## src/rtl/seq_word_adder_pkg.sv

```systemverilog
// seq_word_adder_pkg: shared FSM states, slice width and index-width helper
package seq_word_adder_pkg;
  localparam int BYTE_W = 8;
  typedef enum logic [1:0] {
    IDLE = 2'd0,
    RUN  = 2'd1,
    DONE = 2'd2
  } state_t;
  function automatic int idx_w(input int n);
    return (n > 1) ? $clog2(n) : 1;
  endfunction
endpackage

```

## src/rtl/seq_word_adder_rca8bit.sv

```systemverilog
// rca8bit: 8-bit ripple-carry adder with a tap on the carry out of the low nibble
module rca8bit (
  input  logic [7:0] a,
  input  logic [7:0] b,
  input  logic       cin,
  output logic [7:0] s,
  output logic       c4,
  output logic       cout
);
  logic [8:0] c;
  assign c[0] = cin;
  for (genvar i = 0; i < 8; i++) begin : g_fa
    assign s[i]   = a[i] ^ b[i] ^ c[i];
    assign c[i+1] = (a[i] & b[i]) | (c[i] & (a[i] ^ b[i]));
  end
  assign c4   = c[4];
  assign cout = c[8];
endmodule

```

## src/rtl/seq_word_adder.sv

```systemverilog
// seq_word_adder: wide add computed one byte per clock through a single rca8bit
module seq_word_adder
  import seq_word_adder_pkg::*;
#(
  parameter int NBYTES = 4,
  localparam int W = BYTE_W * NBYTES
) (
  input  logic         clk,
  input  logic         rst_n,
  input  logic         in_valid,
  output logic         in_ready,
  input  logic [W-1:0] in_a,
  input  logic [W-1:0] in_b,
  input  logic         in_cin,
  output logic         out_valid,
  input  logic         out_ready,
  output logic [W-1:0] out_sum,
  output logic         out_cout,
  output logic         out_ovf,
  output logic         busy
);
  localparam int IW = idx_w(NBYTES);
  localparam logic [IW-1:0] LAST = IW'(NBYTES - 1);

  state_t          state, state_nxt;
  logic [IW-1:0]   idx;
  logic [W-1:0]    a_q, b_q, sum_q, sum_nxt;
  logic            carry_q;
  logic [7:0]      s;
  logic            cout;
  logic            last;

  assign last = (idx == LAST);

  rca8bit u_slice (
    .a    (a_q[BYTE_W*idx +: BYTE_W]),
    .b    (b_q[BYTE_W*idx +: BYTE_W]),
    .cin  (carry_q),
    .s    (s),
    .c4   (),
    .cout (cout)
  );

  // Current slice result merged into the partial sum
  always_comb begin
    sum_nxt = sum_q;
    sum_nxt[BYTE_W*idx +: BYTE_W] = s;
  end

  // State register
  always_ff @(posedge clk or negedge rst_n) begin
    if (!rst_n) state <= IDLE;
    else        state <= state_nxt;
  end

  // Next-state and handshake outputs; no bypass from DONE straight to a new accept
  always_comb begin
    state_nxt = state;
    in_ready  = 1'b0;
    out_valid = 1'b0;
    busy      = 1'b0;
    case (state)
      IDLE: begin
        in_ready = 1'b1;
        if (in_valid) state_nxt = RUN;
      end
      RUN: begin
        busy = 1'b1;
        if (last) state_nxt = DONE;
      end
      DONE: begin
        busy      = 1'b1;
        out_valid = 1'b1;
        if (out_ready) state_nxt = IDLE;
      end
      default: state_nxt = IDLE;
    endcase
  end

  // Operand capture, per-slice accumulation and final result load
  always_ff @(posedge clk or negedge rst_n) begin
    if (!rst_n) begin
      a_q      <= '0;
      b_q      <= '0;
      sum_q    <= '0;
      carry_q  <= 1'b0;
      idx      <= '0;
      out_sum  <= '0;
      out_cout <= 1'b0;
      out_ovf  <= 1'b0;
    end else if (state == IDLE && in_valid) begin
      a_q     <= in_a;
      b_q     <= in_b;
      carry_q <= in_cin;
      idx     <= '0;
    end else if (state == RUN) begin
      sum_q   <= sum_nxt;
      carry_q <= cout;
      idx     <= idx + 1'b1;
      if (last) begin
        out_sum  <= sum_nxt;
        out_cout <= cout;
        out_ovf  <= cout ^ (a_q[W-1] ^ b_q[W-1] ^ s[7]);
      end
    end
  end
endmodule

```

## config.mk

```make
export PLATFORM = sky130hd
export DESIGN_NAME = seq_word_adder
export DESIGN_NICKNAME = d
export VERILOG_FILES = /design/src/rtl/seq_word_adder_pkg.sv /design/src/rtl/seq_word_adder_rca8bit.sv /design/src/rtl/seq_word_adder.sv
export SDC_FILE = /design/constraint.sdc
export NUM_CORES = 1
export LEC_CHECK = 0
export CORE_MARGIN = 4
export CORE_UTILIZATION = 50
export CTS_CLUSTER_SIZE = 30
export DETAILED_ROUTE_END_ITERATION = 8
export PLACE_DENSITY = 0.77
export SETUP_SLACK_MARGIN = 0.2
export SLEW_MARGIN = 5
export SYNTH_ARGS = -nofsm -noshare
export SYNTH_HDL_FRONTEND = slang
export SYNTH_SLANG_ARGS = --single-unit
```

## constraint.sdc

```tcl
create_clock -name clk -period 5.76 [get_ports clk]
set_clock_uncertainty 0.2 [all_clocks]
set_input_delay 1.152 -clock clk [delete_from_list [all_inputs] [get_ports clk]]
set_output_delay 1.152 -clock clk [all_outputs]
set_load 0.03 [all_outputs]
```

=== Word-level counts from Yosys, hierarchy flattened ===
Index checks and enable logic that the tools add are counted.

* Bits in registers: 135
* Bits of input ports: 69
* Output and inout port bits: 37

* Add/sub/neg operators: 2
* Equality and inequality tests: 6
* Shift-type cells: 4
* Multiplexer cells: 12
* Bitwise logic cells: 44
* Reductions and logical operators: 7

{| class="wikitable"
|+ Operator list
! kind !! count
|-
| $shiftx A32 B6 Y8 || 2
|-
| $neg A5 Y34 || 1
|-
| $shift A8 B34 Y32 const A || 1
|-
| $shiftx A8 B34 Y32 || 1
|-
| $bwmux W32 || 1
|-
| $xor A1 B1 Y1 || 19
|-
| $and A1 B1 Y1 || 16
|-
| $mux W2 || 5
|-
| $or A1 B1 Y1 || 8
|-
| $ne A2 B2 Y1 const B || 3
|-
| $pmux W2 S3 || 1
|-
| $reduce_and A3 Y1 || 2
|-
| $mux W1 || 5
|-
| $eq A2 B2 Y1 const B || 2
|-
| $add A2 B1 Y2 const B || 1
|-
| $eq A2 B1 Y1 const B || 1
|-
| $logic_not A2 Y1 || 1
|-
| $reduce_and A2 Y1 || 1
|-
| $reduce_bool A2 Y1 || 1
|-
| $reduce_or A2 Y1 || 1
|-
| $logic_and A1 B1 Y1 || 1
|-
| $not A1 Y1 || 1
|}

=== Depth between registers and ports, before layout ===
Gate-level depths: netlist of the first run.

* Depth in word-level cells: 20
* Depth in mapped cells: 18
* Gate-level depth less buffers: 16

=== Modules after synthesis ===
From an unflattened synthesis of the first run, not the netlist that was laid out.

* Cells, all modules: 459
* Area, all modules: 5,967.0 um^2

{| class="wikitable"
|+ Modules (own cells, without submodules)
! module !! instances !! cells an instance !! area an instance (um^2) !! sequential area each (um^2)
|-
| seq_word_adder || 1 || 432 || 5,735.5 || 3,178.0
|-
| rca8bit || 1 || 27 || 231.5 || 0.0
|}

=== Worst setup path before layout of the first run ===
OpenSTA, ideal clock, no wires.

* Kind: reg-to-reg
* Start: register idx[1]
* End: register out_ovf
* Data arrival time: 4.830 ns
* Data required time: 5.433 ns
* Setup slack: 0.602 ns
* Stages on the path, launching flop included: 19
* Path buffers: 2
* Path through: dfrtp_1 -> clkbuf_1 -> buf_2 -> mux4_2 -> inv_1 -> fa_1 -> fa_1 -> fa_1 -> fa_1 -> fa_1 -> inv_1 -> fa_1 -> inv_1 -> fa_1 -> inv_1 -> fa_1 -> xor2_1 -> xnor2_1 -> mux2_1

* Longest elaborated chain between the ends: 19

{| class="wikitable"
|+ Ends and longest elaborated chain
! what !! RTL line !! source
|-
| from (decl) || seq_word_adder.sv:26 || <nowiki>logic [IW-1:0] idx;</nowiki>
|-
| from (signal assigned) || seq_word_adder.sv:99 || <nowiki>idx <= idx + 1'b1;</nowiki>
|-
| $shiftx A32 B6 Y8, on equally long branches || seq_word_adder.sv:36, seq_word_adder.sv:37 ||
|-
| $xor A1 B1 Y1 || seq_word_adder_rca8bit.sv:14 || <nowiki>assign c[i+1] = (a[i] & b[i]) | (c[i] & (a[i] ^ b[i]));</nowiki>
|-
| $and A1 B1 Y1 || seq_word_adder_rca8bit.sv:14 ||
|-
| $or A1 B1 Y1 || seq_word_adder_rca8bit.sv:14 ||
|-
| $and A1 B1 Y1 || seq_word_adder_rca8bit.sv:14 ||
|-
| $or A1 B1 Y1 || seq_word_adder_rca8bit.sv:14 ||
|-
| $and A1 B1 Y1 || seq_word_adder_rca8bit.sv:14 ||
|-
| $or A1 B1 Y1 || seq_word_adder_rca8bit.sv:14 ||
|-
| [... 3 more ...] || n/a ||
|-
| $or A1 B1 Y1 || seq_word_adder_rca8bit.sv:14 ||
|-
| $and A1 B1 Y1 || seq_word_adder_rca8bit.sv:14 ||
|-
| $or A1 B1 Y1 || seq_word_adder_rca8bit.sv:14 ||
|-
| $and A1 B1 Y1 || seq_word_adder_rca8bit.sv:14 ||
|-
| $or A1 B1 Y1 || seq_word_adder_rca8bit.sv:14 ||
|-
| $and A1 B1 Y1 / $xor A1 B1 Y1 (equally long branches) || seq_word_adder_rca8bit.sv:14, seq_word_adder_rca8bit.sv:13 ||
|-
| $or A1 B1 Y1 / $xor A1 B1 Y1 (equally long branches) || seq_word_adder_rca8bit.sv:14, seq_word_adder.sv:103 ||
|-
| $xor A1 B1 Y1 || seq_word_adder.sv:103 || <nowiki>out_ovf <= cout ^ (a_q[W-1] ^ b_q[W-1] ^ s[7]);</nowiki>
|-
| to (signal assigned) || seq_word_adder.sv:103 ||
|-
| to (decl) || seq_word_adder.sv:19 || <nowiki>output logic out_ovf,</nowiki>
|}

Several ways; a longest one is shown, not always the timed one.
A chain may end at the register's enable or synchronous reset.

=== Worst setup path after layout of the first run ===
* Start: register idx[1]
* End: register out_sum[23]

* Longest elaborated chain between the ends: 19

{| class="wikitable"
|+ Ends and longest elaborated chain
! what !! RTL line !! source
|-
| $shiftx A32 B6 Y8, on equally long branches || seq_word_adder.sv:36, seq_word_adder.sv:37 ||
|-
| $xor A1 B1 Y1 || seq_word_adder_rca8bit.sv:13, seq_word_adder_rca8bit.sv:14 ||
|-
| $and A1 B1 Y1 || seq_word_adder_rca8bit.sv:14 ||
|-
| $or A1 B1 Y1 || seq_word_adder_rca8bit.sv:14 ||
|-
| $and A1 B1 Y1 || seq_word_adder_rca8bit.sv:14 ||
|-
| $or A1 B1 Y1 || seq_word_adder_rca8bit.sv:14 ||
|-
| $and A1 B1 Y1 || seq_word_adder_rca8bit.sv:14 ||
|-
| $or A1 B1 Y1 || seq_word_adder_rca8bit.sv:14 ||
|-
| [... 3 more ...] || n/a ||
|-
| $or A1 B1 Y1 || seq_word_adder_rca8bit.sv:14 ||
|-
| $and A1 B1 Y1 || seq_word_adder_rca8bit.sv:14 ||
|-
| $or A1 B1 Y1 || seq_word_adder_rca8bit.sv:14 ||
|-
| $and A1 B1 Y1 || seq_word_adder_rca8bit.sv:14 ||
|-
| $or A1 B1 Y1 || seq_word_adder_rca8bit.sv:14 ||
|-
| $xor A1 B1 Y1 || seq_word_adder_rca8bit.sv:13 || <nowiki>assign s[i] = a[i] ^ b[i] ^ c[i];</nowiki>
|-
| $shiftx A8 B34 Y32 || seq_word_adder.sv:47 || <nowiki>sum_nxt[BYTE_W*idx +: BYTE_W] = s;</nowiki>
|-
| $bwmux W32 || seq_word_adder.sv:47 ||
|-
| to (signal assigned) || seq_word_adder.sv:101 || <nowiki>out_sum <= sum_nxt;</nowiki>
|-
| to (decl) || seq_word_adder.sv:17 || <nowiki>output logic [W-1:0] out_sum,</nowiki>
|}

Several ways; a longest one is shown, not always the timed one.

==> out/metrics.yaml, run 1 <==
finish:
  fillers: 942
  final_common_cell: "dfrtp_1"
  fin_nets: 651
  final_cell_mix: "dfrtp_1 (135), clkdlybuf4s50_1 (104), mux2_2 (96)"
  final_area_um2: 7990
  area_delta_synth_final_pct: 28.5
  drive_gt1_share_pct: 28.5
  antennaDiodeCount: 0
setup_path:
  end_kind: "flip-flop"
  cp-start-kind: "flip-flop"
  crit_fanout: 9
  critPathRequiredTime_ns: 5.84
  critical_path_class: "reg2reg"
  crit_arrival_ns: 5.20
placement:
  dpl-instance-area_um2: 7370
  finalWeightedCongestion: 0.810
  port_buffers: 105
  hpwl_um: 9590
global_route:
  grtUsageTotal_pct: 20.1
  grt_pass1_wl_um: 22400
  grt_max_degree: 81
  gr-total-overflow: 0
  grt_pass1_vias: 4398
  grt_antenna_before_repair: 1
cts:
  cts_tree: "yes"
  ctsRootBufferMaster: "clkbuf_16"
  clock-sinks: 135
  cts_hold_buf: 0
  cts-buffers-inserted: 17
  cts_resized: 0
  post_cts_buffers: 0
  clk_latency_ns: 0.41
  path_clk_slew_ns: 0.06
  cts_max_level: 4
  ctsLongestPathBuffers: 2
timing:
  finalSetupTns_ns: 0
  period_needed_ns: 5.12
  maxSlewViolCount: 0
  setup_viol: 0
  fmax_mhz: 195
  period_share_pct: 88.9
  relSlewSlack_pct: 34.5
  tightestPinTransition_ns: 0.982
  rsz0062_at_grt: "no"
  finalHoldViolCount: 0
yosys:
  ys_types: 36
  netlist_instances: 459
  syn_nets: 545
  yosys_warnings: 0
  netlist_area_um2: 6210
  syn_avg_cell_area_um2: 13.5
  ys_seq_elements: 135
  ys_seq_area_share_pct: 54.4
min_path:
  hp-class: "reg2reg"
floorplanning:
  die_area_um2: 14300
  pin_count: 106
  core_area_um2: 12100
  start_util_pct: 51.3
  dieHeight_um: 119
  dieWidth_um: 119
  num_rows: 40
flow_run:
  cap_violations: 0
power_and_ir_drop:
  peakVddDrop_v: 0.000449
  powerDensity_nw_per_um2: 665
  p_leak_uw: 0.00346
route:
  vias_per_cell: 5.39
  drc: 0
  post_drt_wl_per_cell_um: 18.2
  num_vias: 4022
  ant_nets: 0
  first_pass_iters: 4
  drtIter0Drc: 244
  wl_um: 13600
run_status:
  status: "complete, no violations"
Yosys cell counts, drive strengths merged:
master	number	area (um2)
dfrtp	135	3380
mux2	100	1130
inv	43	161
nand2	39	156
o21ai	32	190
buf	21	135
mux4	16	360
o22ai	16	100
o2bb2ai	14	123
ha	9	113
fa	8	160
nand4bb	3	33.8
xnor2	3	26.3
a21oi	2	10.0
a22o	2	17.5
clkbuf	2	7.51
nand2b	2	12.5
nor2	2	7.51
or3	2	12.5
a222oi	1	10.0
and2	1	6.26
and3	1	6.26
and4bb	1	12.5
mux2i	1	10.0
nand4b	1	15.0
or4b	1	13.8
xor2	1	8.76
kinds of logic (layout without fill, tap and decap cells):
family                     count (synthesis)  count (layout)  synth area share (%)
buffers and inverters                     66             185                  4.89
xor gates and xnor gates                   4               4                 0.564
adders and majority gates                 17              17                  4.39
and+or+nand+nor                           53              53                  4.45
DFF                                      135             135                  54.4
muxes                                    117             117                  24.1
AOI/OAI and AO/OA                         67              67                  7.25
cell type report:
| cell class | instances | area, um2 | area share [%] |
|---|---|---|---|
| Multi-Input combinational cell | 258 | 2530 | 31.7 |
| Timing Repair Buffer | 110 | 1090 | 13.6 |
| Sequential cell | 135 | 3380 | 42.3 |
| Inverter | 43 | 161 | 2.02 |
| Tap cell | 168 | 210 | 2.63 |
| Clock buffer | 20 | 467 | 5.84 |
| Clock inverter | 12 | 150 | 1.88 |
worst paths after layout:
| check | startpoint | endpoint | slack [ns] | depth (start not counted) |
|---|---|---|---|---|
| worst min-delay path | sum_q[9]$_DFFE_PN0P_ | sum_q[9]$_DFFE_PN0P_ | 0.28 | 2 |
| worst max-delay path | idx[1]$_DFFE_PN0P_ | out_sum[23]$_DFFE_PN0P_ | 0.64 | 16 |
| min in group asynchronous | rst_n | out_sum[10]$_DFFE_PN0P_ | 0.70 | 1 |
| worst min register to register | sum_q[9]$_DFFE_PN0P_ | sum_q[9]$_DFFE_PN0P_ | 0.28 | 2 |
| max in group asynchronous | rst_n | b_q[7]$_DFFE_PN0P_ | 3.38 | 2 |
| worst max register to register | idx[1]$_DFFE_PN0P_ | out_sum[23]$_DFFE_PN0P_ | 0.64 | 16 |
per-stage QoR:
step / setup WS (ns) / util (%) / hold slack, ns / total power [uW] / std cells
final: 0.641 / 65.9 / 0.280 / 5310 / 746
after global routing: 0.312 / 65.9 / 0.301 / 5640 / 746
after CTS: 0.611 / 65.9 / 0.280 / 5350 / 746
after detailed placement: 0.672 / 60.8 / 0.267 / 4210 / 714
after global placement: 0.771 / 60.8 / 0.260 / 4110 / 714
after floorplan: 0.602 / - / 0.249 / 3340 / 459
report_power, final:
part	internal [uW]	leakage [uW]	total [uW]	switching, uW
clock network	713	0.000298	1110	398
logic	1120	0.00144	2620	1510
registers	1350	0.00172	1580	228
total	3180	0.00346	5310	2130
critical path: stages, from the launching register on:
cell	delay, ns
dfrtp_1	0.60
mux4_2	0.27
inv_1	0.05
fa_1	0.40
fa_1	0.40
fa_1	0.39
fa_1	0.39
fa_1	0.37
inv_1	0.09
fa_1	0.18
inv_1	0.06
fa_1	0.42
inv_1	0.07
fa_1	0.45
inv_1	0.24
o22ai_1	0.10
mux2_2	0.29
layer usage:
metal  track usage, %  routed length (um)
met1             25.0                5610
met2             34.2                7050
met3             5.70                 758
met4             6.01                 180
met5                0                  13
registers in the layout (all words and copies together) (netlist names):
register	flops
a_q	32
b_q	32
out_sum	32
sum_q	32
idx	2
state	2
carry_q	1
out_cout	1
out_ovf	1
Power figures use the tool's default switching activity.
==> run 2: changes to the inputs <==
SKIP_LAST_GASP = 1   (was not set)
==> results of run 2 <==
The final DEF is identical to that of run 1; final timing and power are the same.
